**src/rtl/register_operand_fetch.sv**
```systemverilog
// Operand fetch between decode and execute: reads rs1/rs2 through the
// single synchronous register file read port and forwards snooped writes.
module register_operand_fetch #(
  parameter int XLEN           = 32,
  parameter int REG_ADDR_WIDTH = 5
) (
  input  logic                      clk,
  input  logic                      reset,
  input  logic                      start,
  input  logic [6:0]                opcode,
  input  logic [REG_ADDR_WIDTH-1:0] rs1,
  input  logic [REG_ADDR_WIDTH-1:0] rs2,
  output logic                      busy,
  output logic                      done,
  output logic [REG_ADDR_WIDTH-1:0] rf_read_addr,
  input  logic [XLEN-1:0]           rf_read_data,
  input  logic                      rf_write_enable,
  input  logic [REG_ADDR_WIDTH-1:0] rf_write_addr,
  input  logic [XLEN-1:0]           rf_write_data,
  output logic [XLEN-1:0]           rs1_value,
  output logic [XLEN-1:0]           rs2_value
);

  localparam logic [6:0] OP_LUI    = 7'b0110111;
  localparam logic [6:0] OP_AUIPC  = 7'b0010111;
  localparam logic [6:0] OP_JAL    = 7'b1101111;
  localparam logic [6:0] OP_JALR   = 7'b1100111;
  localparam logic [6:0] OP_BRANCH = 7'b1100011;
  localparam logic [6:0] OP_LOAD   = 7'b0000011;
  localparam logic [6:0] OP_STORE  = 7'b0100011;
  localparam logic [6:0] OP_IMM    = 7'b0010011;
  localparam logic [6:0] OP_REGS   = 7'b0110011;

  typedef enum logic [2:0] {
    S_IDLE,
    S_ISSUE1,
    S_CAP1,
    S_CAP2,
    S_DONE
  } state_t;

  // Returns {need_rs2, need_rs1}
  function automatic logic [1:0] need_of(input logic [6:0] op);
    logic [1:0] n;
    n = 2'b00;
    case (op)
      OP_REGS, OP_BRANCH, OP_STORE: n = 2'b11;
      OP_IMM, OP_LOAD, OP_JALR:     n = 2'b01;
      OP_LUI, OP_AUIPC, OP_JAL:     n = 2'b00;
      default:                      n = 2'b00;
    endcase
    return n;
  endfunction

  state_t                    state_q, state_d;
  logic [6:0]                opcode_q, opcode_d;
  logic [REG_ADDR_WIDTH-1:0] rs1_q, rs1_d;
  logic [REG_ADDR_WIDTH-1:0] rs2_q, rs2_d;
  logic [REG_ADDR_WIDTH-1:0] addr_q, addr_d;
  logic [XLEN-1:0]           rs1_val_q, rs1_val_d;
  logic [XLEN-1:0]           rs2_val_q, rs2_val_d;
  logic                      fwd1_hit_q, fwd1_hit_d;
  logic                      fwd2_hit_q, fwd2_hit_d;
  logic [XLEN-1:0]           fwd1_data_q, fwd1_data_d;
  logic [XLEN-1:0]           fwd2_data_q, fwd2_data_d;

  logic [1:0] need_start;
  logic [1:0] need_lat;
  logic       wr_hit1;
  logic       wr_hit2;

  assign need_start = need_of(opcode);
  assign need_lat   = need_of(opcode_q);

  assign wr_hit1 = rf_write_enable && (rf_write_addr == rs1_q)
                   && (rs1_q != '0);
  assign wr_hit2 = rf_write_enable && (rf_write_addr == rs2_q)
                   && (rs2_q != '0);

  always_comb begin
    state_d     = state_q;
    opcode_d    = opcode_q;
    rs1_d       = rs1_q;
    rs2_d       = rs2_q;
    addr_d      = addr_q;
    rs1_val_d   = rs1_val_q;
    rs2_val_d   = rs2_val_q;
    fwd1_hit_d  = fwd1_hit_q;
    fwd2_hit_d  = fwd2_hit_q;
    fwd1_data_d = fwd1_data_q;
    fwd2_data_d = fwd2_data_q;
    unique case (state_q)
      S_IDLE: begin
        if (start) begin
          opcode_d   = opcode;
          rs1_d      = rs1;
          rs2_d      = rs2;
          fwd1_hit_d = 1'b0;
          fwd2_hit_d = 1'b0;
          if (!need_start[0]) rs1_val_d = '0;
          if (!need_start[1]) rs2_val_d = '0;
          if (need_start[0]) begin
            addr_d  = rs1;
            state_d = S_ISSUE1;
          end else begin
            state_d = S_DONE;
          end
        end
      end
      S_ISSUE1: begin
        if (wr_hit1) begin
          fwd1_hit_d  = 1'b1;
          fwd1_data_d = rf_write_data;
        end
        // Present rs2 during CAP1 so its data lands in CAP2
        if (need_lat[1]) addr_d = rs2_q;
        state_d = S_CAP1;
      end
      S_CAP1: begin
        if (rs1_q == '0)     rs1_val_d = '0;
        else if (wr_hit1)    rs1_val_d = rf_write_data;
        else if (fwd1_hit_q) rs1_val_d = fwd1_data_q;
        else                 rs1_val_d = rf_read_data;
        if (need_lat[1]) begin
          if (wr_hit2) begin
            fwd2_hit_d  = 1'b1;
            fwd2_data_d = rf_write_data;
          end
          state_d = S_CAP2;
        end else begin
          state_d = S_DONE;
        end
      end
      S_CAP2: begin
        if (rs2_q == '0)     rs2_val_d = '0;
        else if (wr_hit2)    rs2_val_d = rf_write_data;
        else if (fwd2_hit_q) rs2_val_d = fwd2_data_q;
        else                 rs2_val_d = rf_read_data;
        state_d = S_DONE;
      end
      S_DONE: state_d = S_IDLE;
      default: state_d = S_IDLE;
    endcase
  end

  always_ff @(posedge clk or posedge reset) begin
    if (reset) begin
      state_q     <= S_IDLE;
      opcode_q    <= '0;
      rs1_q       <= '0;
      rs2_q       <= '0;
      addr_q      <= '0;
      rs1_val_q   <= '0;
      rs2_val_q   <= '0;
      fwd1_hit_q  <= 1'b0;
      fwd2_hit_q  <= 1'b0;
      fwd1_data_q <= '0;
      fwd2_data_q <= '0;
    end else begin
      state_q     <= state_d;
      opcode_q    <= opcode_d;
      rs1_q       <= rs1_d;
      rs2_q       <= rs2_d;
      addr_q      <= addr_d;
      rs1_val_q   <= rs1_val_d;
      rs2_val_q   <= rs2_val_d;
      fwd1_hit_q  <= fwd1_hit_d;
      fwd2_hit_q  <= fwd2_hit_d;
      fwd1_data_q <= fwd1_data_d;
      fwd2_data_q <= fwd2_data_d;
    end
  end

  assign busy         = (state_q != S_IDLE);
  assign done         = (state_q == S_DONE);
  assign rf_read_addr = addr_q;
  assign rs1_value    = rs1_val_q;
  assign rs2_value    = rs2_val_q;

endmodule

```
**config.mk**
```make
export PLATFORM = sky130hd
export DESIGN_NAME = register_operand_fetch
export DESIGN_NICKNAME = d
export VERILOG_FILES = /design/src/rtl/register_operand_fetch.sv
export SDC_FILE = /design/constraint.sdc
export NUM_CORES = 1
export LEC_CHECK = 0
export BUFFER_PORTS_ARGS = -buffer_cell sky130_fd_sc_hd__buf_2
export CORE_AREA = 4 4 186 152
export CTS_BUF_LIST = sky130_fd_sc_hd__clkbuf_16
export DETAILED_ROUTE_END_ITERATION = 12
export DIE_AREA = 0 0 190 156
export REMOVE_ABC_BUFFERS = 1
export SYNTH_ARGS = -nofsm -noshare
export SYNTH_HDL_FRONTEND = slang
export SYNTH_SLANG_ARGS = --single-unit
```
**constraint.sdc**
```tcl
create_clock -name clk -period 6.1 [get_ports clk]
set_clock_uncertainty 0.15 [all_clocks]
set_input_delay 0.61 -clock clk [delete_from_list [all_inputs] [get_ports clk]]
set_output_delay 0.61 -clock clk [all_outputs]
set_load 0.02 [all_outputs]
```
==> results of run 1 <==
-- metal layers --
metal / part of all wire (%) / track usage (%)
met4: 1.1 / 3.96
met3: 6.9 / 5.19
met5: 0.090 / 0
met1: 47 / 21.6
met2: 44 / 24.3
-- layout make-up --
type / instances / area share, %
Multi-Input combinational cell: 435 / 38.4
Clock inverter: 15 / 2.19
Sequential cell: 155 / 41.1
Tap cell: 357 / 4.73
Inverter: 4 / 0.212
Timing Repair Buffer: 165 / 8.88
Clock buffer: 17 / 4.51
-- power groups by stage --
stage	combinational, mW	clock [mW]	sequential, mW
6_report	0.574	1.16	1.19
5_1_grt	0.632	1.22	1.20
4_1_cts	0.579	1.18	1.19
3_5_place_dp	0.578	0	1.20
3_3_place_gp	0.573	0	1.20
2_1_floorplan	0.302	0	1.22
-- stage by stage --
stage / utilization [%] / instances
finish: 36.0 / 1148
global route: 36.0 / 1148
CTS: 36.0 / 1148
detailed placement: 33.6 / 1116
global placement: 33.6 / 1116
floorplan: - / 594
-- synthesized netlist by cell type, types with 3 or more instances --
cell type and instances:
a21o_1 3, nor4_4 3, mux2_2 68, dfrtp_1 155, and4_1 30, inv_1 4
buf_1 6, buf_2 12, a32o_1 32, a21oi_1 3, clkbuf_1 33, or4_1 33
buf_6 10, a221o_2 22, xnor2_1 5, mux2i_1 64, a221o_1 10, nand2_1 55
o21ai_0 34, mux2_1 6, nor2_1 35, xor2_1 5
-- registers in the layout, indices dropped and copies added (netlist names) --
register / flops
fwd1_data_q: 32
fwd1_hit_q: 1
fwd2_data_q: 32
fwd2_hit_q: 1
opcode_q: 7
rf_read_addr: 5
rs1_q: 5
rs1_value: 32
rs2_q: 5
rs2_value: 32
state_q: 3
-- logic make-up (layout without fill, tap and decap cells) --
| group | count (synthesis) | in the layout |
|---|---|---|
| AO/OA/AOI/OAI | 109 | 109 |
| XOR/XNOR | 10 | 10 |
| buffers and inverters | 66 | 201 |
| flip-flops | 155 | 155 |
| multiplexers | 138 | 138 |
| AND/OR/NAND/NOR | 178 | 178 |
-- path summary, 6_finish.rpt --
check	startpoint	slack, ns	cells after the start	end
max	rs1_q[1]	2.71	6	fwd1_data_q[30]
min	rs2[2]	0.22	3	rs2_q[2]
max reg2reg	rs1_q[1]	2.71	6	fwd1_data_q[30]
min reg2reg	opcode_q[3]	0.32	2	opcode_q[3]
max in group asynchronous	reset	4.33	3	rs1_value[12]
min in group asynchronous	reset	0.25	2	rs2_q[3]
-- critical path, cell delays in order (launching register included) --
cell     delay (ns)
dfrtp_1        0.43
xnor2_1        0.18
nand4_1        0.72
buf_4          0.56
nor4_4         0.28
buf_4          0.50
mux2_2         0.40
==> summary.txt, run 1 <==
status - finished, final reports clean
WS Path Type - reg2reg
minimum clock period after layout - 3.39 ns
unrepaired setup endpoints after global routing - false
post-synthesis adder-cell area fraction - 0%
core area - 26,200 um^2
leakage power - 4.43 nW
TritonRoute pass-1 iters - 7
placed cell area - 8810 um^2
Post-CTS Setup Inserts - 0
Critical Path RT - 6.25 ns
commonest non-fill, non-tap cells in the layout - 160 x buf_2, 153 x dfrtp_1, 68 x mux2_2
CTS Hold Buffers Added - 0
Worst setup SP type - register
EDFF count, synth - 0
Slew HR - 25.3%
Synth Register Bits - 155
Hold Slack - 0.222 ns
top cells by area, synth - dfrtp_1 50%, mux2_2 9.8%, mux2i_1 8.2%, a32o_1 4.1%, and4_1 3.4%
achievable frequency - 0.295 GHz
largest fanout on the critical path - 43
residual DRC count - 0
global-route wire length before repair - 36,300 um
post-synth top area share - 49.8%
Synth area leader - dfrtp_1
commonest non-fill, non-tap cell in the layout - buf_2
max-slew violation count - 0
switching portion of total power - 31.5%
vias in the first global route - 6,041
Final Hold Fails - 0
register area - 3880 um^2
Avg Vias per Cell - 5.13
post-place setup slack - 2.44 ns
YS warnings - 0
largest net degree at the start of global routing - 108
Synth Area per Inst - 11.9 um^2
GRT overflow - 0
Post-Syn Instances - 656
HPWL Detailed - 14,900 um
Slew @ Worst Pin - 1.12 ns
crit path DAT - 3.54 ns
DR vias - 5,894
cell area after layout - 9440 um^2
nets@finish - 868
DR WL/cell - 20.3 um
root buffer cell - clkbuf_16
H-tree depth - 4
Max IR drop VDD - 0.154 mV
fraction of registers with async set/reset - 100%
internal power - 2.00 mW
Flop pwr share - 40.7%
Die Ht - 156 um
min-delay worst type - in2reg
combinational power share - 19.6%
mux contribution to synthesized area - 18.9%
max cap viols - 0
Top FF cell, synth - dfrtp_1
multi-input logic area - 3620 um^2
post-synthesis compound-gate area fraction - 11.9%
clock tree buffer depth - 2
overall routed net length - 23,300 um
Die ar. - 29,600 um^2
P&R area growth vs syn - 21.2%
Synth Area in Simple Gates - 13.9%
# rows - 53
initial antenna violation count - 2
routability cong. - 0.783
setup TNS - 0 ns
First DRT Iteration DRCs - 325
# setup viols final - 0
CP Capture Type - register
number of diodes - 0
Total GRT Usage - 15.8%
Initial Util - 29.7%
Worst-Skew Late Latency - 0.42 ns
synthesized cell area - 7790 um^2
Port Buffers - 160
Power Total - 2.92 mW
CTS Buf Count - 17
P_sw - 0.920 mW
post-cts sizing count - 0
Synth Area in XOR/XNOR - 1.12%
fraction of final layout cells sized beyond drive strength 1 - 38.4%
Distinct cells, synth - 43
Reg clk slew, reported paths - 0.06 ns
Setup WS post-layout - 2.71 ns
die width - 190 um
register area share after synthesis - 49.8%
Power Dens Cells - 309 nW/um^2
final cycle utilization of the critical path - 55.5%
Clock power frac - 39.7%
FILL cells - 2,608
sinks on the clock net - 155
DRT antenna net count - 0
largest family of logic cells by synthesized area - multiplexers
I/O pin cnt - 161
CTS tree - yes
(Power assumes the default switching activity.)
==> run 2: changes to the inputs <==
ABC_AREA = 1   (was default)
clock period = 3.2 ns   (was 6.1 ns; I/O delays follow)
==> run 2 against run 1 <==
Net effect: cell count increased by 30%; total power increased by 90%; final area increased by 4.1%; count of clock-buffer cells in the layout unchanged; die area unchanged; first-iteration DRC count increased by 61%; combinational power increased by 140%; wire length increased by 2.6%; synthesized cell count increased by 45%; synthesized area about the same; largest cell class unchanged; largest power group unchanged; highest routed layer is now met4.
==> summary.txt, run 2 <==
status - finished, final reports clean (unchanged)
Synth Register Bits - 155 (unchanged)
Total GRT Usage - 16.0% (was 15.8%)
crit path cell chain - nor3_4 > nand2_2 > inv_2 > a21oi_4 > nand2_1 > nand2_1 (was xnor2_1 > nand4_1 > buf_4 > nor4_4 > buf_4 > mux2_2)
Slew @ Worst Pin - 1.08 ns (was 1.12 ns)
Avg Vias per Cell - 4.68 (was 5.13)
commonest non-fill, non-tap cells in the layout - 347 x nand2_1, 166 x nand3_1, 160 x buf_2 (was 160 x buf_2, 153 x dfrtp_1, 68 x mux2_2)
Post-Syn Instances - 952 (was 656)
Core Util, Final - 37.5% (was 36.0%)
max cap viols - 0 (unchanged)
WHS Endpoint - fwd2_data_q[0] (was rs2_q[2])
CP top delay family - compound AO/OA/AOI/OAI gates (was buffers and inverters)
minimum clock period after layout - 2.41 ns (was 3.39 ns)
internal power - 3.52 mW (was 2.00 mW)
# setup viols final - 0 (unchanged)
core area - 26,200 um^2 (unchanged)
Die ar. - 29,600 um^2 (unchanged)
Reg clk slew, reported paths - 0.07 ns (was 0.06 ns)
Final Hold Fails - 0 (unchanged)
sinks on the clock net - 155 (unchanged)
Post-CTS Setup Inserts - 0 (unchanged)
most common cell in the netlist - nand2_1 (was dfrtp_1)
Slew HR - 27.9% (was 25.3%)
H-tree depth - 4 (unchanged)
FILL cells - 2,748 (was 2,608)
GRT overflow - 0 (unchanged)
CP Buf/Inv Count - 1 (was 2)
cell area after layout - 9830 um^2 (was 9440 um^2)
commonest non-fill, non-tap cell in the layout - nand2_1 (was buf_2)
post-synth top area share - 49.8% (about the same)
residual DRC count - 0 (unchanged)
nets@finish - 1,217 (was 868)
Levels on crit path - 6 (unchanged)
Die Ht - 156 um (unchanged)
switching portion of total power - 36.3% (was 31.5%)
combinational power share - 24.5% (was 19.6%)
EDFF count, synth - 0 (unchanged)
Synth Area per Inst - 8.19 um^2 (was 11.9 um^2)
worst hold path depth - 3 (unchanged)
First DRT Iteration DRCs - 522 (was 325)
P&R area growth vs syn - 26.1% (was 21.2%)
global-route wire length before repair - 37,500 um (was 36,300 um)
Hold Slack - 0.0217 ns (was 0.222 ns)
fraction of registers with async set/reset - 100% (unchanged)
CP peak stage delay - 0.90 ns (was 0.72 ns)
Distinct cells, synth - 29 (was 43)
register area share after synthesis - 49.8% (about the same)
Reg2Reg Setup Slack - 0.79 ns (was 2.71 ns)
vias in the first global route - 6,692 (was 6,041)
Port Buffers - 160 (unchanged)
R2R Path End - rs2_value[25] (was fwd1_data_q[30])
TritonRoute pass-1 iters - 5 (was 7)
HPWL Detailed - 16,100 um (was 14,900 um)
WS Path Type - reg2reg (unchanged)
Synth area leader - dfrtp_1 (unchanged)
DR vias - 7,006 (was 5,894)
unrepaired setup endpoints after global routing - false (unchanged)
Worst-Skew Late Latency - 0.42 ns (about the same)
min-delay worst type - in2reg (unchanged)
CP Capture Type - register (unchanged)
overall routed net length - 23,900 um (was 23,300 um)
fraction of final layout cells sized beyond drive strength 1 - 20.8% (was 38.4%)
Top FF cell, synth - dfrtp_1 (unchanged)
I/O pin cnt - 161 (unchanged)
synthesized cell area - 7790 um^2 (about the same)
Worst setup SP type - register (unchanged)
DR WL/cell - 16.0 um (was 20.3 um)
largest fanout on the critical path - 32 (was 43)
root buffer cell - clkbuf_16 (unchanged)
crit path DAT - 2.60 ns (was 3.54 ns)
Initial Util - 29.7% (about the same)
achievable frequency - 0.415 GHz (was 0.295 GHz)
CTS Buf Count - 17 (unchanged)
largest net degree at the start of global routing - 83 (was 108)
Flop pwr share - 40.4% (was 40.7%)
placed cell area - 8880 um^2 (was 8810 um^2)
most frequent CP cell - nand2_1 (was buf_4)
DRT antenna net count - 0 (unchanged)
P_sw - 2.01 mW (was 0.920 mW)
final cycle utilization of the critical path - 75.2% (was 55.5%)
leakage power - 5.23 nW (was 4.43 nW)
Reg2Reg Depth - 6 (unchanged)
clock tree buffer depth - 2 (unchanged)
max-slew violation count - 0 (unchanged)
die width - 190 um (unchanged)
initial antenna violation count - 0 (was 2)
Setup crit start - state_q[0] (was rs1_q[1])
YS warnings - 0 (unchanged)
Power Dens Cells - 563 nW/um^2 (was 309 nW/um^2)
Critical Path RT - 3.40 ns (was 6.25 ns)
# rows - 53 (unchanged)
top post-synthesis cells by count - 348 x nand2_1, 166 x nand3_1, 155 x dfrtp_1 (was 155 x dfrtp_1, 68 x mux2_2, 64 x mux2i_1)
Reg-to-Reg Start - state_q[0] (was rs1_q[1])
number of diodes - 0 (unchanged)
Max IR drop VDD - 0.328 mV (was 0.154 mV)
top cells by area, synth - dfrtp_1 50%, nand2_1 17%, nand3_1 11%, mux2i_1 8.2%, buf_2 2.8% (was dfrtp_1 50%, mux2_2 9.8%, mux2i_1 8.2%, a32o_1 4.1%, and4_1 3.4%)
slowest stage cell, crit path - a21oi_4 (was nand4_1)
Clock power frac - 35.1% (was 39.7%)
CTS tree - yes (unchanged)
routability cong. - 0.795 (was 0.783)
hold path start - rf_write_data[0] (was rs2[2])
[run 2: worst max-delay path by stage]
stage | to | slack [ns]
after global placement | rs1_value[26] | 0.77
final | rs2_value[25] | 0.79
after global routing | rs1_value[30] | 0.51
after floorplan | fwd1_data_q[0] | -1.45
after CTS | rs2_value[18] | 0.73
after detailed placement | rs1_value[9] | 0.75
[run 2: area by class of cell]
type	instances	area (um^2)	share of cell area (%)
clock buffers	17	425	4.33
clock inverters	15	130	1.32
inverters	60	231	2.35
multi-input cells	679	3390	34.4
flip-flops and latches	155	3880	39.5
well taps	357	447	4.54
repair buffers	214	1330	13.5
[run 2: per-stage QoR]
step	setup TNS, ns	std cells	setup WS (ns)	power, mW
2_1_floorplan	-224.46	894	-1.45	3.03
3_3_place_gp	0	1426	0.769	3.57
3_5_place_dp	0	1426	0.746	3.59
4_1_cts	0	1497	0.729	5.60
5_1_grt	0	1497	0.511	5.84
6_report	0	1497	0.793	5.54
[run 2: repair_timing]
item	CTS	global route
resized for setup	0	0
hold buffers	39	0
hold endpoints to repair	91	0
[run 2: logic make-up (layout without fill, tap and decap cells)]
family / after synthesis / in the layout / synth area share, %
simple gates: 543 / 543 / 29.8
flops: 155 / 155 / 49.8
buf+inv: 118 / 306 / 7.21
compound gates: 68 / 68 / 4.54
mux: 64 / 64 / 8.22
xor+xnor: 4 / 4 / 0.450
[run 2: metal layers]
| layer | vias up | GRT usage (%) | part of all wire [%] |
|---|---|---|---|
| met4 | 0 | 3.51 | 1.0 |
| met5 | - | 0 | 0 |
| met3 | 21 | 3.60 | 5.8 |
| li1 | 3436 | - | - |
| met2 | 218 | 25.0 | 45 |
| met1 | 3331 | 22.8 | 48 |
[run 2: power groups by stage]
stage | Combinational [mW] | Clock [mW] | Sequential [mW]
after global placement | 1.31 | 0 | 2.26
after detailed placement | 1.32 | 0 | 2.27
final | 1.36 | 1.94 | 2.24
after floorplan | 0.720 | 0 | 2.31
after CTS | 1.36 | 2.01 | 2.23
after global routing | 1.50 | 2.09 | 2.25
[run 2: worst reg2reg max path: stages, from the launching register on]
cell     delay (ns)
dfrtp_1        0.46
nor3_4         0.10
nand2_2        0.24
inv_2          0.25
a21oi_4        0.90
nand2_1        0.13
nand2_1        0.11
